File: src/rtl/mips_ext_pkg.sv
// Shared definitions for the extended MIPS datapath front end:
// status bit positions, next-PC source selector, reset PC default.
package mips_ext_pkg;

  localparam int unsigned ST_V = 0;
  localparam int unsigned ST_N = 1;
  localparam int unsigned ST_Z = 2;

  localparam logic [31:0] RESET_PC_DEFAULT = 32'h0000_0000;

  typedef enum logic [2:0] {
    NPC_SEQ,
    NPC_MEM,
    NPC_REG,
    NPC_JT,
    NPC_BT
  } npc_sel_t;

endpackage

File: src/rtl/pc_status_unit_next_pc_sel.sv
// Combinational next-PC selection: builds branch/jump targets and picks
// the next PC from decoder strobes and the registered status flags.
module next_pc_sel
  import mips_ext_pkg::*;
(
  input  logic [31:0] pc_plus4,
  input  logic [31:0] instruc,
  input  logic [31:0] dataa,
  input  logic [31:0] mem_rdata,
  input  logic [2:0]  status,
  input  logic        branch,
  input  logic        baln,
  input  logic        balrv,
  input  logic        jmxor,
  input  logic        jsp,
  input  logic        bgezal,
  input  logic        alu_zero,
  output npc_sel_t    npc_sel,
  output logic [31:0] next_pc
);

  logic [31:0] bt;
  logic [31:0] jt;
  logic        unused_opcode;

  assign bt = pc_plus4 + {{14{instruc[15]}}, instruc[15:0], 2'b00};
  assign jt = {pc_plus4[31:28], instruc[25:0], 2'b00};
  assign unused_opcode = ^instruc[31:26];

  // Priority select of the next-PC source; first match wins on overlap.
  always_comb begin
    npc_sel = NPC_SEQ;
    if (jsp | jmxor)                npc_sel = NPC_MEM;
    else if (balrv & status[ST_V])  npc_sel = NPC_REG;
    else if (baln & status[ST_N])   npc_sel = NPC_JT;
    else if (bgezal & ~dataa[31])   npc_sel = NPC_BT;
    else if (branch & alu_zero)     npc_sel = NPC_BT;
  end

  // Mux the selected target.
  always_comb begin
    next_pc = pc_plus4;
    case (npc_sel)
      NPC_MEM: next_pc = mem_rdata;
      NPC_REG: next_pc = dataa;
      NPC_JT:  next_pc = jt;
      NPC_BT:  next_pc = bt;
      default: next_pc = pc_plus4;
    endcase
  end

endmodule

File: src/rtl/pc_status_unit.sv
// Program counter and Z/N/V status register for the single-cycle core.
// Optional PC_ALIGN_CHECK_EN adds a sticky align_fault output that blocks
// loading of misaligned redirect targets and freezes pc/status.
module pc_status_unit
  import mips_ext_pkg::*;
#(
  parameter logic [31:0] RESET_PC     = RESET_PC_DEFAULT,
  parameter logic [2:0]  STATUS_RESET = 3'b000
) (
  input  logic        clk,
  input  logic        reset,
  input  logic        stall,
  input  logic [31:0] instruc,
  input  logic        branch,
  input  logic        baln,
  input  logic        balrv,
  input  logic        jmxor,
  input  logic        jsp,
  input  logic        bgezal,
  input  logic        alu_zero,
  input  logic [31:0] dataa,
  input  logic [31:0] mem_rdata,
  input  logic        flag_we,
  input  logic        alu_z,
  input  logic        alu_n,
  input  logic        alu_v,
`ifdef PC_ALIGN_CHECK_EN
  output logic        align_fault,
`endif
  output logic [31:0] pc,
  output logic [31:0] pc_plus4,
  output logic [2:0]  status,
  output logic        redirect
);

  npc_sel_t    npc_sel;
  logic [31:0] next_pc;
  logic        advance;
  logic        pc_load;

  assign pc_plus4 = pc + 32'd4;
  assign redirect = (npc_sel != NPC_SEQ);

  next_pc_sel u_next_pc_sel (
    .pc_plus4  (pc_plus4),
    .instruc   (instruc),
    .dataa     (dataa),
    .mem_rdata (mem_rdata),
    .status    (status),
    .branch    (branch),
    .baln      (baln),
    .balrv     (balrv),
    .jmxor     (jmxor),
    .jsp       (jsp),
    .bgezal    (bgezal),
    .alu_zero  (alu_zero),
    .npc_sel   (npc_sel),
    .next_pc   (next_pc)
  );

`ifdef PC_ALIGN_CHECK_EN
  logic misalign;

  assign misalign = redirect & (next_pc[1:0] != 2'b00);

  // Once faulted, nothing advances until reset.
  always_comb begin
    advance = ~stall & ~align_fault;
    pc_load = advance & ~misalign;
  end

  // Sticky alignment fault flag.
  always_ff @(posedge clk) begin
    if (reset)                    align_fault <= 1'b0;
    else if (advance & misalign)  align_fault <= 1'b1;
  end
`else
  // Every unstalled edge loads the selected target.
  always_comb begin
    advance = ~stall;
    pc_load = advance;
  end
`endif

  // PC register.
  always_ff @(posedge clk) begin
    if (reset)        pc <= RESET_PC;
    else if (pc_load) pc <= next_pc;
  end

  // Status register; current-cycle branch decisions see the pre-update value.
  always_ff @(posedge clk) begin
    if (reset)                  status <= STATUS_RESET;
    else if (advance & flag_we) status <= {alu_z, alu_n, alu_v};
  end

endmodule

File: config.mk
export PLATFORM = sky130hd
export DESIGN_NAME = pc_status_unit
export DESIGN_NICKNAME = d
export VERILOG_FILES = /design/src/rtl/mips_ext_pkg.sv /design/src/rtl/pc_status_unit_next_pc_sel.sv /design/src/rtl/pc_status_unit.sv
export SDC_FILE = /design/constraint.sdc
export NUM_CORES = 1
export LEC_CHECK = 0
export BUFFER_PORTS_ARGS = -buffer_cell sky130_fd_sc_hd__buf_2
export CAP_MARGIN = 20
export CORE_MARGIN = 3
export CORE_UTILIZATION = 40
export CTS_BUF_LIST = sky130_fd_sc_hd__clkbuf_8
export CTS_CLUSTER_DIAMETER = 30
export DETAILED_ROUTE_END_ITERATION = 10
export PLACE_DENSITY = 0.68
export SYNTH_ARGS = -nofsm -noshare
export SYNTH_HDL_FRONTEND = slang
export SYNTH_SLANG_ARGS = --single-unit
export TNS_END_PERCENT = 5
File: constraint.sdc
create_clock -name clk -period 6.9 [get_ports clk]
set_clock_uncertainty 0.15 [all_clocks]
set_input_delay 1.38 -clock clk [delete_from_list [all_inputs] [get_ports clk]]
set_output_delay 1.38 -clock clk [all_outputs]
set_load 0.1 [all_outputs]
==> Yosys cells after proc, flatten, opt, wreduce, memory -nomap -nowiden <==
Cells that the tools add are included.
W data, S select, Z words.
{ "word_totals": {"out_inout_bits": 68, "elab_cells": 23, "input_bits": 110, "reg_bits": 35} }
{ "classes": {"n_reduce_logical": 1, "bitwise": 8, "eq_ne": 4, "n_addsub": 2, "n_mux": 6} }
{ "op_table": {"columns": ["op", "n"], "rows": [
  ["$pmux W32 S4", 1],
  ["$add A32 B3 Y32 const B", 1],
  ["$add A32 B32 Y32", 1],
  ["$mux W3", 5],
  ["$eq A3 B2 Y1 const B", 2],
  ["$and A1 B1 Y1", 5],
  ["$eq A3 B1 Y1 const B", 1],
  ["$eq A3 B3 Y1 const B", 1],
  ["$reduce_bool A3 Y1", 1],
  ["$not A1 Y1", 2],
  ["$or A1 B1 Y1", 1]
]} }

==> Depth between registers and ports, before layout <==
Gate-level depths: netlist (run 1).
{ "depth": {"ltp_word": 8, "depth_mapped": 17, "depth_no_buf": 15} }

==> Cells and area by module <==
From an unflattened synthesis (run 1), not the netlist that was laid out.
{ "unflattened": {"cells_unflattened": 583, "hier_area_um2": 4450.5} }
{ "by_module_without_submodules": {"columns": ["mod", "seq_area_each_um2", "area_per_inst_um2", "cells_per_inst", "instances"], "rows": [
  ["next_pc_sel", 0.0, 2548.7, 375, 1],
  ["pc_status_unit", 700.7, 1901.8, 208, 1]
]} }

==> Worst setup path after synthesis (run 1) <==
Ideal clock, no wire load.
{ "synth_path": {"path_kind": "register to register", "from": "register pc[2]", "to": "register pc[31]", "path_buffers": 2, "path_slack_ps": 768, "period_less_slack_ps": 6132, "stages_incl_launch_ff": 17, "setup_time_ps": 71, "t_arrival_ps": 5910, "required_time_ps": 6679, "cell_sequence": "dfxtp_1 > ha_1 > and4_1 > and3_1 > buf_2 > and2_1 > buf_2 > nand3_1 > xnor2_1 > ha_1 > nand4_1 > or3_1 > o31ai_2 > o221ai_2 > or4_1 > o311a_1 > a21oi_1"} }
{ "synth_between": {"elab_chain_cells": 3} }
{ "synth_rtl": {"columns": ["element", "line_no", "source"], "rows": [
  ["start, declared", "pc_status_unit.sv:30", "output logic [31:0] pc,"],
  ["start signal, assigned", "pc_status_unit.sv:88", "else if (pc_load) pc <= next_pc;"],
  ["$add A32 B3 Y32", "pc_status_unit.sv:41", "assign pc_plus4 = pc + 32'd4;"],
  ["net pc_plus4[20]", "pc_status_unit.sv:31", "output logic [31:0] pc_plus4,"],
  ["$add A32 B32 Y32", "pc_status_unit_next_pc_sel.sv:26", "assign bt = pc_plus4 + {{14{instruc[15]}}, instruc[15:0], 2'b00};"],
  ["$pmux W32 S4", "pc_status_unit_next_pc_sel.sv:43", "case (npc_sel)"]
]} }
The timed path passes the listed nets, and every way through them passes these cells.
A chain may end at the register's enable or synchronous reset.

==> Worst setup path in the final report (run 1) <==
{ "layout_path": {"from": "register pc[2]", "to": "register pc[31]"} }
{ "layout_between": {"elab_chain_cells": 3} }
{ "layout_rtl": {"columns": ["element", "line_no"], "rows": [
  ["$add A32 B3 Y32 *", "pc_status_unit.sv:41"],
  ["$add A32 B32 Y32", "pc_status_unit_next_pc_sel.sv:26"],
  ["$pmux W32 S4 *", "pc_status_unit_next_pc_sel.sv:43"]
]} }
Every way passes the cells marked *; elsewhere a longest branch is shown, timed or not.

==> results of run 1 <==
[worst max-delay path, cell delays in order, from the launching register on]
cell and delay (ns):
dfxtp_1 0.42, ha_1 0.28, and4_1 0.29, and3_1 0.43, and2_1 0.38, nand3_1 0.15, xnor2_1 0.39, ha_1 0.26
nand4_1 0.13, or3_1 0.35, o31ai_2 0.53, o221ai_2 0.24, or4_1 0.43, o311a_1 0.13, a21oi_1 0.12
[path summary, 6_finish.rpt]
path                 startpoint             endpoint  depth (start not counted)
min reg2reg  pc[0]$_SDFFE_PP0P_   pc[0]$_SDFFE_PP0P_                          2
max reg2reg  pc[2]$_SDFFE_PP0N_  pc[31]$_SDFFE_PP0N_                         14
min          pc[0]$_SDFFE_PP0P_   pc[0]$_SDFFE_PP0P_                          2
max          pc[2]$_SDFFE_PP0N_  pc[31]$_SDFFE_PP0N_                         14
[Yosys cell counts (all sizes together) (3+ instances only)]
library cell,instances
a31oi,10
nor2b,3
buf,9
xor2,17
mux2i,4
o31ai,4
a221o,10
a21o,13
a221oi,16
dfxtp,35
o2111ai,3
and2,6
and4,6
nor2,57
a222oi,17
o21ai,44
ha,36
a21oi,48
and3,10
nand2b,4
nand2,56
nand4,11
nand3,18
a211oi,13
o21bai,5
o22ai,5
clkbuf,29
xnor2,34
o21a,4
a22oi,3
nor3,15
inv,27
[registers in the layout (all words and copies together) (netlist names)]
name	flops
pc	32
status	3
[where the power goes]
part | internal (W) | switching, W | total, W
sequential | 0.000218 | 0.0000248 | 0.000243
combinational | 0.000161 | 0.000445 | 0.000606
clock | 0.0000694 | 0.0000881 | 0.000157
[per-layer routing]
metal | part of all wire (%) | up-vias
met5 | 0 | -
met4 | 1.1 | 0
met3 | 8.1 | 16
met2 | 48 | 272
met1 | 43 | 2642
li1 | - | 2597
[logic make-up (layout without fill, tap and decap cells)]
kind of cell	after synthesis	count (layout)	synth area share, %
simple gates	195	195	20.8
mux	6	6	1.49
xor+xnor	52	52	10.6
buf+inv	67	213	6.23
flops	35	35	15.8
compound gates	215	215	34.5
fa+ha+maj	37	37	10.6
[through the flow]
| stage | utilization, % | hold WS (ns) | cell area, µm² | worst slack, ns |
|---|---|---|---|---|
| 2_1_floorplan | - | 0.778 | 4440 | 0.768 |
| 3_3_place_gp | 50.6 | 0.320 | 5340 | 2.35 |
| 3_5_place_dp | 50.6 | 0.354 | 5340 | 2.26 |
| 4_1_cts | 51.4 | 0.372 | 5430 | 2.21 |
| 5_1_grt | 51.4 | 0.400 | 5430 | 1.92 |
| 6_report | 51.4 | 0.370 | 5430 | 2.14 |
[cells in the final DEF, fill, tap and decap left out, types with 18 or more instances in the layout]
cell type,n
nand2_1,55
buf_2,171
ha_1,36
xnor2_1,34
a21oi_1,48
o21ai_0,44
nor2_1,55
inv_1,27
dfxtp_1,35
nand3_1,18
[cell type report]
type                       instances  area, µm²
multi-input combinational        505       3470
inverter                          28        105
fill                            1080       5130
clock inverter                     3       15.0
timing repair buffer             177        901
clock buffer                       5       68.8
sequential                        35        701
tap                              136        170
==> results.md, run 1 <==
* LEAKAGE at 2.58 nW
* Routed Antenna Nets at 0
* Critical path startpoint category: flip-flop
* Unrepaired setup endpoints after global routing: no
* Placed cells at 881
* CTS HTree Levels at 2
* Finished Layout Cells at 889
* Req. time, crit path at 6.98 ns
* Die W at 111 µm
* Pin count of the biggest net entering global routing at 43
* Peak VDD IR at 0.0841 mV
* Final Hold Vio Count at 0
* Final setup viols at 0
* Post-Syn Nets at 754
* Max-slew violations at 0
* Pwr dens at 185 nW/µm²
* Critical path fanouts, max at 8
* Top Ports at 178
* Post-Synthesis Cells at 607
* Flops & latches, synth at 35
* Final min period at 4.76 ns
* Max-cap viol count at 0
* FP Rows at 37
* Ys async rst share at 0%
* Yosys cell types at 69
* Largest cells by area after synthesis: dfxtp_1 (16%), ha_1 (10%), xnor2_1 (6.7%)
* Hold_buf cts at 0
* Synthesized area at 4440 µm²
* HP Class: reg -> reg
* Setup TNS Final at 0 ns
* Status: finished clean
* CTS Buf Count at 5
* Register area share after synthesis at 15.8%
* Relative slew slack at 42.3%
* Syn_area_per_cell at 7.31 µm²
* Drc violations at 0
* Total Power at 0.00101 W
* Worst skew pair latency at 0.30 ns
* Postcts setup bufs at 0
* Global Route met3 Usage at 3.53%
* Die height at 111 µm
* Area Growth Syn to Fin at 22.3%
* GRT overflow at 0
* Cell taking the most area after synthesis: dfxtp_1
* Gpl congestion at 0.954
* Buffers on Ports at 171
* HPWL after DPL at 13400 µm
* Num Clock Sinks at 35
* Total GRT Usage at 26.7%
* Slew @ Worst Pin at 0.865 ns
* Antenna cells at 0
* Clk buf depth at 2
* Routed wire per std cell at 19.9 µm
* Met1 GRT Util at 36.7%
* Grt met2 use at 45.2%
* First DRT Iteration DRCs at 630
* Wire length of the first global-routing pass at 27300 µm
* CTS tree: done
* Fmax at 210 MHz
* Cts repair resizes at 0
* Core ar. at 10600 µm²
* Die ar. at 12400 µm²
* Vias in the first global route at 5068
* Flop2flop setup slack at 2.14 ns
* Yosys warns at 0
* Drt pass-1 iters at 8
* Routed vias/inst at 6.22
* Layout cell share with drive strength beyond 1 at 26.7%
* Clock-pin slew on the worst setup and hold paths at 0.08 ns
* Busiest grt layer: met2
* Worst Setup End Kind: flip-flop
* Setup Crit Path Kind: reg -> reg
* Final wirelength at 17700 µm
* Initial antenna violation count at 0
* Initial core utilization at 42.1%
* Final period utilization at 69.0%
* Nets at 899
* EDFF count, synth at 0
* Root Buffer: clkbuf_8
* Area share of the largest cell type after synthesis at 15.8%
* Ys flop type: dfxtp_1
* DR vias at 5527
* Crit path DAT at 4.84 ns
Note: power is estimated with default switching activity, not from simulation.
==> run 2, diff against run 1 <==
PLACE_DENSITY = 0.71   (was 0.68)
clock period = 4.2 ns   (was 6.9 ns; I/O delays follow)
==> run 2 against run 1 <==
Effect of this change: critical path depth unchanged; clock power up 120%; worst hold slack worse by 0.0017 ns; critical path type unchanged; critical endpoint unchanged; highest routed layer unchanged.
==> results.md, run 2 (synthesis gave the netlist of run 1 again) <==
* Status: finished clean
* Final wirelength at 17600 µm (-0.18%)
* CTS tree: done
* Num Clock Sinks at 35 (unchanged)
* Worst r2r src: pc[2]$_SDFFE_PP0N_
* Layout cell share with drive strength beyond 1 at 36.3% (+9.6 points)
* Multi-input gate area at 3970 µm² (+14%)
* Setup Crit Path Kind: reg -> reg
* FF-to-FF path depth at 14 (unchanged)
* Pin count of the biggest net entering global routing at 43 (unchanged)
* HP Class: reg -> reg
* Clock-pin slew on the worst setup and hold paths at 0.08 ns (about the same)
* Postcts setup bufs at 0 (unchanged)
* Drt pass-1 iters at 9 (+1)
* Die height at 111 µm (unchanged)
* First DRT Iteration DRCs at 469 (-26%)
* Buffers & Inverters on Critical Path at 0 (unchanged)
* Buffers on Ports at 171 (unchanged)
* Drc violations at 0 (unchanged)
* Core ar. at 10600 µm² (unchanged)
* Routed wire per std cell at 19.4 µm (-2.5%)
* Register area at 759 µm² (+8.4%)
* CP max-delay cell: or4_1
* Nets at 920 (+2.3%)
* Critical path fanouts, max at 6 (-2)
* Pwr dens at 291 nW/µm² (+57%)
* Fill cells at 996 (-7.8%)
* Antenna cells at 0 (unchanged)
* Gpl congestion at 0.941 (-1.4%)
* Routed vias/inst at 6.05 (-2.7%)
* Commonest non-fill, non-tap cell in the layout: buf_2
* Min-delay src: status[2]$_SDFFE_PP0P_
* Max FFs per register at 32 (unchanged)
* Top Ports at 178 (unchanged)
* Final min period at 4.03 ns (-0.729 ns)
* Die ar. at 12400 µm² (unchanged)
* Flop2flop setup slack at 0.17 ns (-1.97 ns)
* Routed Antenna Nets at 0 (unchanged)
* Hold Path Depth at 2 (unchanged)
* CTS HTree Levels at 2 (unchanged)
* Worst Setup End Kind: flip-flop
* Reg2reg end: pc[31]$_SDFFE_PP0N_
* Vias in the first global route at 5366 (+5.9%)
* Crit-path cells: ha_4, and4_1, and3_1, and2_1, nand3_2, xnor2_4, ha_1, nand4_1, or3_1, o31ai_4, o221ai_2, or4_1, o311a_1, a21oi_1
* Setup TNS Final at 0 ns (unchanged)
* CTS Buf Count at 5 (unchanged)
* Final period utilization at 96.0% (+27 points)
* Critical path startpoint category: flip-flop
* Crit path DAT at 4.11 ns (-0.73 ns)
* Die W at 111 µm (unchanged)
* Slew @ Worst Pin at 0.895 ns (+0.0302 ns)
* Top reg by flops: pc
* Initial antenna violation count at 0 (unchanged)
* Total GRT Usage at 27.0% (+0.34 points)
* Wire length of the first global-routing pass at 27600 µm (+1.1%)
* Final setup viols at 0 (unchanged)
* Critical Path Max Stage Delay at 0.42 ns (-0.11 ns)
* Worst skew pair latency at 0.30 ns (about the same)
* Root Buffer: clkbuf_8
* Max-slew violations at 0 (unchanged)
* Total Power at 0.00180 W (+79%)
* HPWL after DPL at 13700 µm (+2.2%)
* Req. time, crit path at 4.28 ns (-2.70 ns)
* FP Rows at 37 (unchanged)
* Largest regs: pc (32), status (3)
* Area Growth Syn to Fin at 39.2%
* Final Hold Vio Count at 0 (unchanged)
* GRT overflow at 0 (unchanged)
* Highest-count cells in the layout ignoring fill and taps: buf_2 (171), nor2_1 (55), nand2_1 (54)
* Crit path max-delay family: simple AND/OR/NAND/NOR gates
* DR vias at 5502 (-0.45%)
* Relative slew slack at 40.3% (-2.0 points)
* Peak VDD IR at 0.165 mV (+96%)
* Clk buf depth at 2 (unchanged)
* LEAKAGE at 2.89 nW (+12%)
* Fmax at 248 MHz (+18%)
* End of the worst hold path: status[2]$_SDFFE_PP0P_
* Initial core utilization at 42.1% (unchanged)
* Max-cap viol count at 0 (unchanged)
* Hold slack at 0.368 ns (-0.00169 ns)
## run 2: layout make-up
| class | instances | share of cell area, % |
|---|---|---|
| Multi-Input combinational cell | 505 | 64.2 |
| Clock buffer | 6 | 1.34 |
| Inverter | 28 | 1.70 |
| Sequential cell | 35 | 12.3 |
| Timing Repair Buffer | 198 | 17.1 |
| Tap cell | 136 | 2.75 |
| Clock inverter | 2 | 0.567 |
## run 2: how the worst max path moves through the flow
stage / startpoint / end / slack, ns / cells after the start
floorplan: pc[3]$_SDFFE_PP0N_ / pc[31]$_SDFFE_PP0N_ / -0.22 / 16
global placement: pc[2]$_SDFFE_PP0N_ / pc[31]$_SDFFE_PP0N_ / 0.20 / 14
detailed placement: pc[2]$_SDFFE_PP0N_ / pc[31]$_SDFFE_PP0N_ / 0.15 / 14
CTS: pc[2]$_SDFFE_PP0N_ / pc[31]$_SDFFE_PP0N_ / 0.12 / 14
global route: pc[2]$_SDFFE_PP0N_ / pc[31]$_SDFFE_PP0N_ / -0.005 / 14
finish: pc[2]$_SDFFE_PP0N_ / pc[31]$_SDFFE_PP0N_ / 0.17 / 14
## run 2: worst register-to-register path, stage by stage, from the launching register on
cell and delay (ns):
dfxtp_4 0.40, ha_4 0.17, and4_1 0.27, and3_1 0.25, and2_1 0.31, nand3_2 0.17
xnor2_4 0.17, ha_1 0.32, nand4_1 0.14, or3_1 0.38, o31ai_4 0.38, o221ai_2 0.19
or4_1 0.42, o311a_1 0.14, a21oi_1 0.11
## run 2: power breakdown
part	switching, W	total, W	internal [W]
sequential	0.0000540	0.000413	0.000359
combinational	0.000736	0.00105	0.000310
clock	0.000147	0.000339	0.000193
total	0.000937	0.00180	0.000861
## run 2: metrics by stage
stage	std cells	setup slack (ns)	cell area, µm²	util (%)
6_report	910	0.170	6180	58.5
5_1_grt	910	-0.00520	6180	58.5
4_1_cts	910	0.124	6170	58.5
3_5_place_dp	902	0.154	6050	57.3
3_3_place_gp	902	0.199	6050	57.3
2_1_floorplan	607	-0.223	5010	-
## run 2: layer usage
metal	global-route usage (%)	up-vias	part of all wire, %	wire (µm)
met5	0	-	0	0
met4	6.81	0	2.1	373
met3	3.53	24	8.1	1420
met2	46.5	260	48	8460
met1	35.8	2602	42	7380
li1	-	2616	-	-
## run 2: repair_timing
action / 4_1_cts / 5_1_grt
setup endpoints to repair: 0 / 2
hold buffers: 0 / 0
resized for setup: 0 / 1
